<file path="src/rtl/ahb_mul_engine.sv">
// ahb_mul_engine: AHB-Lite slave wrapping a radix-2 shift-add multiplier.
// Registers OPA/OPB/CTRL/RES_LO/RES_HI; a start write runs one multiply.
module ahb_mul_engine #(
  parameter int          WIDTH     = 16,
  parameter logic [15:0] BASE_MASK = 16'h00FF
) (
  input  logic        AHB_HCLK,
  input  logic        AHB_HRESETn,
  input  logic        AHB_HSEL,
  input  logic        AHB_HWRITE,
  input  logic [1:0]  AHB_HTRANS,
  input  logic [31:0] AHB_HADDR,
  input  logic [31:0] AHB_HWDATA,
  input  logic [2:0]  AHB_HSIZE,
  input  logic [2:0]  AHB_HBURST,
  input  logic [3:0]  AHB_HPROT,
  input  logic [3:0]  AHB_HMASTER,
  input  logic        AHB_HMASTLOCK,
  output logic [31:0] AHB_HRDATA,
  output logic        AHB_HREADY,
  output logic [1:0]  AHB_HRESP,
  output logic        irq,
  output logic        busy
);
  localparam int PW = 2 * WIDTH;
  typedef enum logic [1:0] {IDLE, LOAD, RUN, FIN} state_t;
  state_t state_q, state_d;
  logic [15:0] off_q, off_d;
  logic wr_q, wr_d, rd_q, rd_d;
  logic [WIDTH-1:0] opa_q, opa_d, opb_q, opb_d, mplier_q, mplier_d, amag, bmag;
  logic done_q, done_d, smode_q, smode_d, irq_en_q, irq_en_d, sign_q, sign_d;
  logic [PW-1:0] mcand_q, mcand_d, acc_q, acc_d, res_q, res_d;
  logic [5:0] cnt_q, cnt_d;
  logic [63:0] res64;
  logic [31:0] rdata;
  logic s_load, s_run, s_fin, ctrl_wr, start;
  logic unused;
  assign unused = ^{AHB_HSIZE, AHB_HBURST, AHB_HPROT, AHB_HMASTER, AHB_HMASTLOCK,
                    AHB_HADDR, AHB_HWDATA};
  assign ctrl_wr = wr_q && off_q == 16'h0008;
  assign start   = ctrl_wr && AHB_HWDATA[0] && state_q == IDLE;
  always_ff @(posedge AHB_HCLK or negedge AHB_HRESETn)
    if (!AHB_HRESETn) state_q <= IDLE;
    else state_q <= state_d;
  always_comb begin
    state_d = state_q;
    case (state_q)
      IDLE: if (start) state_d = LOAD;
      LOAD: state_d = RUN;
      RUN:  if (cnt_q == 6'(WIDTH - 1)) state_d = FIN;
      FIN:  state_d = IDLE;
    endcase
  end
  always_comb begin
    s_load = state_q == LOAD;
    s_run  = state_q == RUN;
    s_fin  = state_q == FIN;
    busy   = state_q != IDLE;
  end
  always_comb begin
    off_d    = AHB_HADDR[15:0] & BASE_MASK;
    wr_d     = AHB_HSEL & AHB_HTRANS[1] & AHB_HWRITE;
    rd_d     = AHB_HSEL & AHB_HTRANS[1] & ~AHB_HWRITE;
    opa_d    = (wr_q && off_q == 16'h0000) ? AHB_HWDATA[WIDTH-1:0] : opa_q;
    opb_d    = (wr_q && off_q == 16'h0004) ? AHB_HWDATA[WIDTH-1:0] : opb_q;
    smode_d  = ctrl_wr ? AHB_HWDATA[3] : smode_q;
    irq_en_d = ctrl_wr ? AHB_HWDATA[4] : irq_en_q;
    // completion wins over a same-cycle clear so a finished result is never missed
    done_d   = s_fin ? 1'b1 : (ctrl_wr && (AHB_HWDATA[1] || start)) ? 1'b0 : done_q;
    amag     = (smode_q && opa_q[WIDTH-1]) ? -opa_q : opa_q;
    bmag     = (smode_q && opb_q[WIDTH-1]) ? -opb_q : opb_q;
    sign_d   = s_load ? smode_q & (opa_q[WIDTH-1] ^ opb_q[WIDTH-1]) : sign_q;
    mcand_d  = s_load ? PW'(amag) : s_run ? mcand_q << 1 : mcand_q;
    mplier_d = s_load ? bmag : s_run ? mplier_q >> 1 : mplier_q;
    acc_d    = s_load ? '0 : (s_run && mplier_q[0]) ? acc_q + mcand_q : acc_q;
    cnt_d    = s_load ? '0 : s_run ? cnt_q + 6'd1 : cnt_q;
    res_d    = s_fin ? (sign_q ? -acc_q : acc_q) : res_q;
    res64    = 64'(res_q);
    rdata    = off_q == 16'h0000 ? 32'(opa_q) :
               off_q == 16'h0004 ? 32'(opb_q) :
               off_q == 16'h0008 ? {27'd0, irq_en_q, smode_q, busy, done_q, 1'b0} :
               off_q == 16'h000C ? res64[31:0] :
               off_q == 16'h0010 ? res64[63:32] : 32'h0;
  end
  always_ff @(posedge AHB_HCLK or negedge AHB_HRESETn)
    if (!AHB_HRESETn) begin
      off_q    <= '0;
      wr_q     <= 1'b0;
      rd_q     <= 1'b0;
      opa_q    <= '0;
      opb_q    <= '0;
      done_q   <= 1'b0;
      smode_q  <= 1'b0;
      irq_en_q <= 1'b0;
      sign_q   <= 1'b0;
      mcand_q  <= '0;
      mplier_q <= '0;
      acc_q    <= '0;
      cnt_q    <= '0;
      res_q    <= '0;
    end else begin
      off_q    <= off_d;
      wr_q     <= wr_d;
      rd_q     <= rd_d;
      opa_q    <= opa_d;
      opb_q    <= opb_d;
      done_q   <= done_d;
      smode_q  <= smode_d;
      irq_en_q <= irq_en_d;
      sign_q   <= sign_d;
      mcand_q  <= mcand_d;
      mplier_q <= mplier_d;
      acc_q    <= acc_d;
      cnt_q    <= cnt_d;
      res_q    <= res_d;
    end
  assign AHB_HRDATA = rd_q ? rdata : 32'h0;
  assign AHB_HREADY = 1'b1;
  assign AHB_HRESP  = 2'b00;
  assign irq        = done_q & irq_en_q;
endmodule

</file>
<file path="config.mk">
export PLATFORM = sky130hd
export DESIGN_NAME = ahb_mul_engine
export DESIGN_NICKNAME = d
export VERILOG_FILES = /design/src/rtl/ahb_mul_engine.sv
export SDC_FILE = /design/constraint.sdc
export NUM_CORES = 1
export LEC_CHECK = 0
export ABC_AREA = 1
export BUFFER_PORTS_ARGS = -buffer_cell sky130_fd_sc_hd__buf_2
export CAP_MARGIN = 20
export CORE_ASPECT_RATIO = 0.9
export CORE_MARGIN = 3
export CORE_UTILIZATION = 60
export CTS_BUF_LIST = sky130_fd_sc_hd__clkbuf_16
export DETAILED_ROUTE_END_ITERATION = 8
export GPL_TIMING_DRIVEN = 0
export PLACE_DENSITY = 0.91
export SLEW_MARGIN = 40
export SYNTH_ARGS = -nofsm -noshare
export SYNTH_HDL_FRONTEND = slang
export SYNTH_SLANG_ARGS = --single-unit
</file>
<file path="constraint.sdc">
create_clock -name AHB_HCLK -period 3 [get_ports AHB_HCLK]
set_clock_uncertainty 0.2 [all_clocks]
set_input_delay 0.15 -clock AHB_HCLK [delete_from_list [all_inputs] [get_ports AHB_HCLK]]
set_output_delay 0.15 -clock AHB_HCLK [all_outputs]
set_load 0.02 [all_outputs]
</file>
# Word-level counts from Yosys, hierarchy flattened

Index checks and enable logic that the tools add are counted.

Bits in registers: 166
Output and inout bits: 37
Input bits: 85

Multiplexer cells: 21
Bitwise gates (word level): 7
Add/subtract/negate cells: 5
Equality and inequality tests: 9
Reductions and logical operators: 17

Operators by type and width:

| cell                                                                     | number |
|---|---|
| 32-bit 2-to-1 mux                                                        | 10 |
| 16-bit 2-to-1 mux                                                        | 4 |
| 32-bit adder                                                             | 1 |
| 16-bit negator                                                           | 2 |
| 32-bit negator                                                           | 1 |
| 8-bit by 4-bit == test with 1-bit output (second input constant)         | 2 |
| 16-bit logical NOT                                                       | 1 |
| 6-bit 2-to-1 mux                                                         | 2 |
| 1-bit logical AND                                                        | 9 |
| 8-bit by 3-bit == test with 1-bit output (second input constant)         | 1 |
| 2-bit case mux with 4 select lines                                       | 1 |
| 2-bit nonzero test                                                       | 4 |
| 6-bit by 1-bit adder with 6-bit output (second input constant)           | 1 |
| 6-bit by 4-bit == test with 1-bit output (second input constant)         | 1 |
| 1-bit AND                                                                | 5 |
| 2-bit == test (second input constant)                                    | 2 |
| 2-bit 2-to-1 mux                                                         | 2 |
| 2-bit by 1-bit == test with 1-bit output (second input constant)         | 1 |
| 2-bit logical NOT                                                        | 1 |
| 1-bit 2-to-1 mux                                                         | 2 |
| 2-bit by 1-bit inequality test with 1-bit output (second input constant) | 1 |
| 2-bit inequality test (second input constant)                            | 1 |
| 2-bit AND reduction                                                      | 1 |
| 1-bit logical OR                                                         | 1 |
| 2 further kinds                                                          | 2 |

# Depth between registers and ports, before layout

Gate-level depths: netlist of the first run.

Word-level depth: 8
Depth in mapped cells: 14
Gate-level depth less buffers: 14

# Worst setup path before layout of the first run

No wires, ideal clock.

Path kind: reg-to-output
Start: reg off_q[7]
End: out AHB_HRDATA[25]
Buffers on the path: 1
Stages on the path, launching flop included: 7
Data required time: 2.650 ns
Arrival: 1.704 ns
Setup slack: 0.946 ns
Cells stage by stage: dfrtp_1 nor2_1 nand2_2 inv_1 nand4_1 clkbuf_1 nor3b_1

Cells in the longest elaborated chain, start to end: 6
Elaborated cells on any way between the ends: 9
Those cells by class: eq/ne (3); mux (5); reduce/logical (1)

RTL lines:

| item                                     | line | RTL |
|---|---|---|
| start, declared                          | 28   | `logic [15:0] off_q, off_d;` |
| start signal, assigned                   | 87   | `off_q <= '0;` |
| start signal, assigned                   | 102  | `off_q <= off_d;` |
| 8-bit by 4-bit == test with 1-bit output | 82   | `off_q == 16'h000C ? res64[31:0] :` |
| 32-bit 2-to-1 mux                        | 82   |  |
| 32-bit 2-to-1 mux                        | 81   | `off_q == 16'h0008 ? {27'd0, irq_en_q, smode_q, busy, done_q, 1'b0} :` |
| 32-bit 2-to-1 mux                        | 80   | `off_q == 16'h0004 ? 32'(opb_q) :` |
| 32-bit 2-to-1 mux *                      | 79   | `rdata = off_q == 16'h0000 ? 32'(opa_q) :` |
| 32-bit 2-to-1 mux *                      | 117  | `assign AHB_HRDATA = rd_q ? rdata : 32'h0;` |
| end, declared                            | 19   | `output logic [31:0] AHB_HRDATA,` |

Mark *: on every way between the ends. The rest lies on a longest branch, timed or not.

# Final worst setup path of the first run

Start: reg off_q[1]
End: out AHB_HRDATA[9]

The elaborated chain is that of the path after synthesis.

==> summary.txt, run 1 <==
Outcome
  • Outcome: finished, final reports clean

Critical path
  • Reg-to-reg slack, setup: 180 ps
  • FF-to-FF path depth: 11
  • Worst EP arrival: 2490 ps
  • Crit start category: register
  • Critical path capture point type: output port
  • Crit path capture: AHB_HRDATA[9]
  • Reg2reg end: acc_q[12]
  • Crit Path Max Fanout: 10
  • CP startpoint: off_q[1]
  • CP Data Required Time: 2650 ps
  • Worst r2r src: acc_q[0]
  • CP Class: register to output port

Routing
  • Vias per cell: 5.90
  • Post-Route WL: 34300 um
  • Vias after detailed routing: 11456
  • Routed Antenna Nets: 0
  • 1st-iter DRT viols: 1472
  • Drt drc: 0
  • Wire length per cell: 17.7 um
  • DR pass1 iterations: 8

Place
  • Post-detail-place hpwl: 24800 um
  • GPL Wtd Cong: 1.01
  • IO Port Bufs: 62
  • Placed cell count: 1881

Clock tree
  • Clock sink count: 166
  • Gates resized, CTS repair: 0
  • H-Tree Level Count: 4
  • Total CTS buffers: 17
  • Root Driver: clkbuf_16
  • CTS tree: built
  • Clk Latency, worst-skew pair: 440 ps
  • Worst-path clk slew: 70 ps
  • Bufs on Longest Clock Path: 2

Synthesis
  • Adder and majority gate portion of the synthesized area: 4.67%
  • Sequential share of the synthesized area: 38.2%
  • Post-synth top area share: 38.2%
  • Combinational family with the most area after synthesis: simple AND/OR/NAND/NOR gates
  • Syn. warnings: 0
  • Post-Syn Area per Cell: 6.90 um^2
  • Compound-cell area share of the yosys netlist: 14.0%
  • Number of enable flip-flop cells after synthesis: 0
  • Area leader, netlist: dfrtp_1
  • Mux contribution to synthesized area: 0.0920%
  • Synth Cell Area: 10900 um^2
  • Xor-xnor portion of the synthesized cell area: 2.25%
  • Synthesized instance count: 1576
  • Simple-gate share of the synthesized area: 29.0%
  • Post-synthesis cell type count: 40
  • FF+latch count, synth: 166
  • Dominant synthesized flop cell: dfrtp_1
  • Top post-synthesis cells by area: dfrtp_1 38%, nand2_1 16%, inv_1 9.6%, o21ai_0 4.8%, nand3_1 4.8%
  • Ys async rst share: 100%

Floorplanning
  • Row count: 46
  • Die Ht: 134 um
  • Die area: 19800 um^2
  • Die W: 148 um
  • Ports: 122
  • Starting Density: 61.4%
  • Core area: 17700 um^2

STA
  • Slew Limit Fails: 0
  • Final hold violation count: 0
  • Slew at the pin closest to its max-slew limit: 710 ps
  • Setup violators final: 0
  • Max-slew headroom: 52.6%
  • Fin crit share: 94.8%
  • FMAX: 352 MHz
  • Final TNS setup: 0 ps
  • Minimum clock period: 2840 ps
  • RSZ-0062 raised after global routing: false

Global route
  • Initial antenna violation count: 0
  • First-pass GRT wire length: 54700 um
  • Number of global-route vias before repair: 10683
  • Largest net degree at the start of global routing: 63
  • Grt ovf: 0
  • Global Route Usage Sum: 34.9%

Power and ir drop
  • VDD IR max: 0.000537 V
  • Static Leak: 6.87 nW
  • Pwr per Cell Area: 638 nW/um^2

Min path
  • HP Class: input pin to asynchronous set/reset pin

Cells and area
  • Layout cells sized above 1: 7.76%
  • Most frequent cells in the layout: 470 x nand2_1, 281 x inv_1, 166 x dfrtp_1
  • Most common cell after layout, fill and taps aside: nand2_1
  • Synthesis-to-layout area growth: 13.9%
  • Nets@finish: 1814
  • N_diodes: 0
  • Layout Cells excl Fill: 1942

Flow run
  • Max-capacitance violation count: 0
==> power by group <==
group          internal, mW  total [mW]  leakage (nW)  switching [mW]
clock                  1.13        2.09         0.268           0.955
sequential             2.60        2.92          2.10           0.319
combinational         0.852        2.90          4.51            2.05
total                  4.59        7.91          6.87            3.32
==> kinds of logic (layout without fill, tap and decap cells) <==
kind of cell	count (synthesis)	count (layout)
simple gates	751	751
flops	166	166
mux	1	1
fa+ha+maj	40	40
buf+inv	327	452
compound gates	261	261
xor+xnor	28	28
other cells	2	3
==> through the flow <==
stage | power (mW) | instance area (um^2) | utilization [%] | hold WS [ps] | worst slack (ps)
6_report | 7.91 | 12400 | 69.9 | 6.06 | 155
2_1_floorplan | 4.74 | 10900 | - | -346 | 946
3_3_place_gp | 5.55 | 11500 | 64.8 | 60.5 | -837
4_1_cts | 7.75 | 12400 | 69.9 | 22.3 | 291
3_5_place_dp | 5.66 | 11600 | 65.2 | -123 | 433
5_1_grt | 8.26 | 12400 | 69.9 | 42.0 | 104
==> flip-flops by register name, indices dropped and copies added (netlist names), 2 cells and up <==
register	flops
acc_q	32
cnt_q	6
mcand_q	32
mplier_q	16
off_q	8
opa_q	16
opb_q	16
res_q	32
state_q	2
==> per-layer routing <==
| metal | up-vias | share of wire, % | track usage, % |
|---|---|---|---|
| met1 | 5267 | 39 | 48.5 |
| met3 | 152 | 14 | 10.5 |
| li1 | 5248 | - | - |
| met5 | - | 0 | 0 |
| met4 | 0 | 3.9 | 13.2 |
| met2 | 789 | 42 | 52.1 |
==> layout make-up <==
cell class / instances / area [um^2]
plain buffers: 46 / 223
clock buffers: 17 / 425
clock inverters: 15 / 116
fillers: 1353 / 5340
inverters: 281 / 1050
multi-input cells: 1084 / 5450
flip-flops and latches: 166 / 4150
well taps: 240 / 300
repair buffers: 93 / 666
==> worst min path at each step <==
stage,from,end
finish,AHB_HRESETn,res_q[29]
global placement,AHB_HADDR[4],off_q[4]
floorplan,AHB_HRESETn,acc_q[0]
global route,AHB_HRESETn,res_q[29]
CTS,AHB_HRESETn,res_q[29]
detailed placement,AHB_HRESETn,res_q[25]
==> timing repair <==
action,CTS,global route
setup buffers,0,0
endpoints found under the hold margin,153,0
endpoints found under the setup margin,0,0
hold buffers,29,0
==> synth_stat cells (2+ instances only) <==
| cell type | number |
|---|---|
| nor3_4 | 2 |
| conb_1 | 2 |
| and2_1 | 4 |
| o21ai_0 | 105 |
| nor2_2 | 2 |
| buf_2 | 13 |
| o211ai_1 | 20 |
| nor2_1 | 112 |
| o21ai_1 | 15 |
| nor3_1 | 14 |
| o211ai_2 | 2 |
| nand2_1 | 470 |
| o21bai_1 | 12 |
| nand3b_1 | 2 |
| o221ai_1 | 15 |
| a21oi_1 | 47 |
| nand4_1 | 17 |
| o31ai_1 | 2 |
| clkbuf_1 | 22 |
| a31oi_1 | 8 |
| nand3_1 | 104 |
| inv_2 | 3 |
| xor2_1 | 28 |
| o22ai_1 | 33 |
| or2_2 | 4 |
| buf_6 | 2 |
| ha_1 | 39 |
| nand2_2 | 5 |
| buf_4 | 5 |
| buf_1 | 4 |
| dfrtp_1 | 166 |
| nor3b_1 | 12 |
| inv_1 | 278 |
==> worst max-delay path, cell delays in order, from the launching register on <==
cell and delay [ps]:
dfrtp_1 410, nor2_4 200, nand2_2 130, nor3_4 380, inv_2 210, buf_6 190, o211ai_1 270, inv_1 90
buf_2 170
No activity file was read; power rests on OpenSTA's default activity.
==> run 2, diff against run 1 <==
--- a/config.mk
+++ b/config.mk
@@ -11,7 +11,7 @@
 export CORE_ASPECT_RATIO = 0.9
 export CORE_MARGIN = 3
 export CORE_UTILIZATION = 60
-export CTS_BUF_LIST = sky130_fd_sc_hd__clkbuf_16
+export CTS_BUF_LIST = sky130_fd_sc_hd__clkbuf_8 sky130_fd_sc_hd__clkbuf_16
 export DETAILED_ROUTE_END_ITERATION = 8
 export GPL_TIMING_DRIVEN = 0
 export PLACE_DENSITY = 0.91
==> constraint.sdc (replaced) <==
create_clock -name AHB_HCLK -period 2.8 [get_ports AHB_HCLK]
set_clock_uncertainty 0.2 [all_clocks]
set_input_delay 0.14 -clock AHB_HCLK [delete_from_list [all_inputs] [get_ports AHB_HCLK]]
set_output_delay 0.14 -clock AHB_HCLK [all_outputs]
set_load 0.02 [all_outputs]
==> run 2 against run 1 <==
  * Design area is 0.42% higher
  * Critical endpoint is now acc_q[12]
  * Routed wire length is 0.67% higher
  * Hold slack worse by 2.3 ps
  * Highest routed layer unchanged
==> summary.txt, run 2 (synthesis gave the netlist of run 1 again) <==
Critical path
  • WP buf/inv: 2 (-2)
  • Reg-to-reg slack, setup: 140 ps (-40 ps)
  • CP Class: register to register
  • Largest stage delay, worst path: 430 ps (+20 ps)
  • Crit Path Max Fanout: 4 (-6)
  • Crit path top cell by count: nand3_1
  • Worst-path cell chain: ha_2 > inv_1 > fa_1 > inv_1 > nand3_1 > nand3_1 > nand3_1 > nand3_1 > a21oi_1 > o21ai_0 > o21ai_0
  • Critical path capture point type: register
  • FF-to-FF path depth: 11 (unchanged)
  • Slowest cell on crit path: dfrtp_2
  • Crit start category: register
  • Cell count along the critical path: 11 (+3)
  • CP Data Required Time: 2880 ps (+230 ps)
  • Cell family with most CP delay: adder cells
  • Worst EP arrival: 2740 ps (+250 ps)

Power and ir drop
  • Pwr per Cell Area: 686 nW/um^2 (+7.4%)
  • VDD IR max: 0.000516 V (-4.0%)
  • Static Leak: 6.89 nW (+0.31%)

Floorplanning
  • Die Ht: 134 um (unchanged)
  • Core area: 17700 um^2 (unchanged)
  • Starting Density: 61.4% (unchanged)
  • Die area: 19800 um^2 (unchanged)
  • Die W: 148 um (unchanged)
  • Row count: 46 (unchanged)
  • Ports: 122 (unchanged)

Global route
  • Initial antenna violation count: 0 (unchanged)
  • Grt ovf: 0 (unchanged)
  • Number of global-route vias before repair: 10684 (+0.0094%)
  • Global Route Usage Sum: 35.1% (+0.20 points)
  • Largest net degree at the start of global routing: 63 (unchanged)
  • First-pass GRT wire length: 54900 um (+0.41%)

Routing
  • Vias per cell: 5.86 (-0.71%)
  • Post-Route WL: 34600 um (+0.67%)
  • Routed Antenna Nets: 0 (unchanged)
  • Drt drc: 0 (unchanged)
  • DR pass1 iterations: 8 (unchanged)
  • Wire length per cell: 17.8 um (+0.51%)
  • 1st-iter DRT viols: 1426 (-3.1%)
  • Vias after detailed routing: 11392 (-0.56%)

Place
  • GPL Wtd Cong: 1.01 (unchanged)
  • IO Port Bufs: 62 (unchanged)
  • Post-detail-place hpwl: 24800 um (unchanged)

STA
  • Fin crit share: 95.1%
  • FMAX: 376 MHz
  • Slew at the pin closest to its max-slew limit: 696 ps (-14.5 ps)
  • Final TNS setup: 0 ps (unchanged)
  • RSZ-0062 raised after global routing: false
  • Hold WS: 3.76 ps (-2.30 ps)
  • Setup violators final: 0 (unchanged)
  • Slew Limit Fails: 0 (unchanged)
  • Max-slew headroom: 53.6% (+0.97 points)
  • Final hold violation count: 0 (unchanged)
  • Minimum clock period: 2660 ps

Clock tree
  • Clock sink count: 166 (unchanged)
  • Worst-path clk slew: 70 ps (about the same)
  • Root Driver: clkbuf_16
  • Bufs on Longest Clock Path: 2 (unchanged)
  • H-Tree Level Count: 4 (unchanged)
  • Clk Latency, worst-skew pair: 430 ps (about the same)
  • CTS tree: built
  • Total CTS buffers: 17 (unchanged)

Cells and area
  • Area of the multi-input gates: 5460 um^2 (+0.14%)
  • Regs by FF count: acc_q (32), mcand_q (32), res_q (32)
  • Nets@finish: 1817 (+0.17%)
  • FF/Latch Area: 4160 um^2 (about the same)
  • Final Core Density: 70.2% (+0.30 points)
  • Most common cell after layout, fill and taps aside: nand2_1
  • Filler Cell Count: 1331 (-1.6%)
  • Layout cells sized above 1: 8.27% (+0.51 points)
  • Most frequent cells in the layout: 470 x nand2_1, 280 x inv_1, 165 x dfrtp_1
  • N_diodes: 0 (unchanged)
  • Synthesis-to-layout area growth: 14.4%

Outcome
  • Outcome: finished, final reports clean

Min path
  • HP Class: input pin to asynchronous set/reset pin

Flow run
  • Max-capacitance violation count: 0 (unchanged)
[run 2: what timing repair did]
action | CTS | global route
setup endpoints to repair | 0 | 21
hold buffers | 29 | 0
hold endpoints to repair | 153 | 0
setup buffers | 0 | 3
resized for setup | 0 | 6
[run 2: routing by layer]
metal | vias up | wire length [um] | track usage (%)
met3 | 159 | 4750 | 11.7
li1 | 5264 | - | -
met2 | 730 | 14700 | 52.3
met5 | - | 0 | 0
met1 | 5239 | 13700 | 48.1
met4 | 0 | 1460 | 13.2
[run 2: through the flow]
stage	power (mW)	setup WS, ps	std cells	cell area, um^2
5_1_grt	8.92	0.675	1945	12400
3_5_place_dp	6.06	233	1881	11600
4_1_cts	8.36	98.2	1942	12400
3_3_place_gp	5.95	-1030	1879	11500
6_report	8.53	137	1945	12400
2_1_floorplan	5.08	753	1577	10900
[run 2: final cells by class]
type	instances	share of cell area (%)
plain buffers	46	1.80
clock buffers	19	3.64
clock inverters	13	0.875
inverters	281	8.48
multi-input cells	1084	43.9
flip-flops and latches	166	33.4
well taps	240	2.41
repair buffers	96	5.53
[run 2: final timing paths]
path	from	end
max	acc_q[0]	acc_q[12]
min	AHB_HRESETn	res_q[29]
max reg2reg	acc_q[0]	acc_q[12]
min reg2reg	res_q[30]	res_q[30]
max in group asynchronous	AHB_HRESETn	mplier_q[13]
min in group AHB_HCLK	AHB_HADDR[6]	off_q[6]
[run 2: power by group]
group	total, mW	switching (mW)	internal, mW
Sequential	3.14	0.347	2.79
Combinational	3.11	2.20	0.915
Clock	2.28	1.01	1.27
Total	8.53	3.56	4.97
[run 2: worst reg2reg max path, cell delays in order, from the launching register on]
cell,delay (ps)
dfrtp_2,430
ha_2,260
inv_1,70
fa_1,410
inv_1,160
nand3_1,80
nand3_1,160
nand3_1,100
nand3_1,170
a21oi_1,90
o21ai_0,210
o21ai_0,180
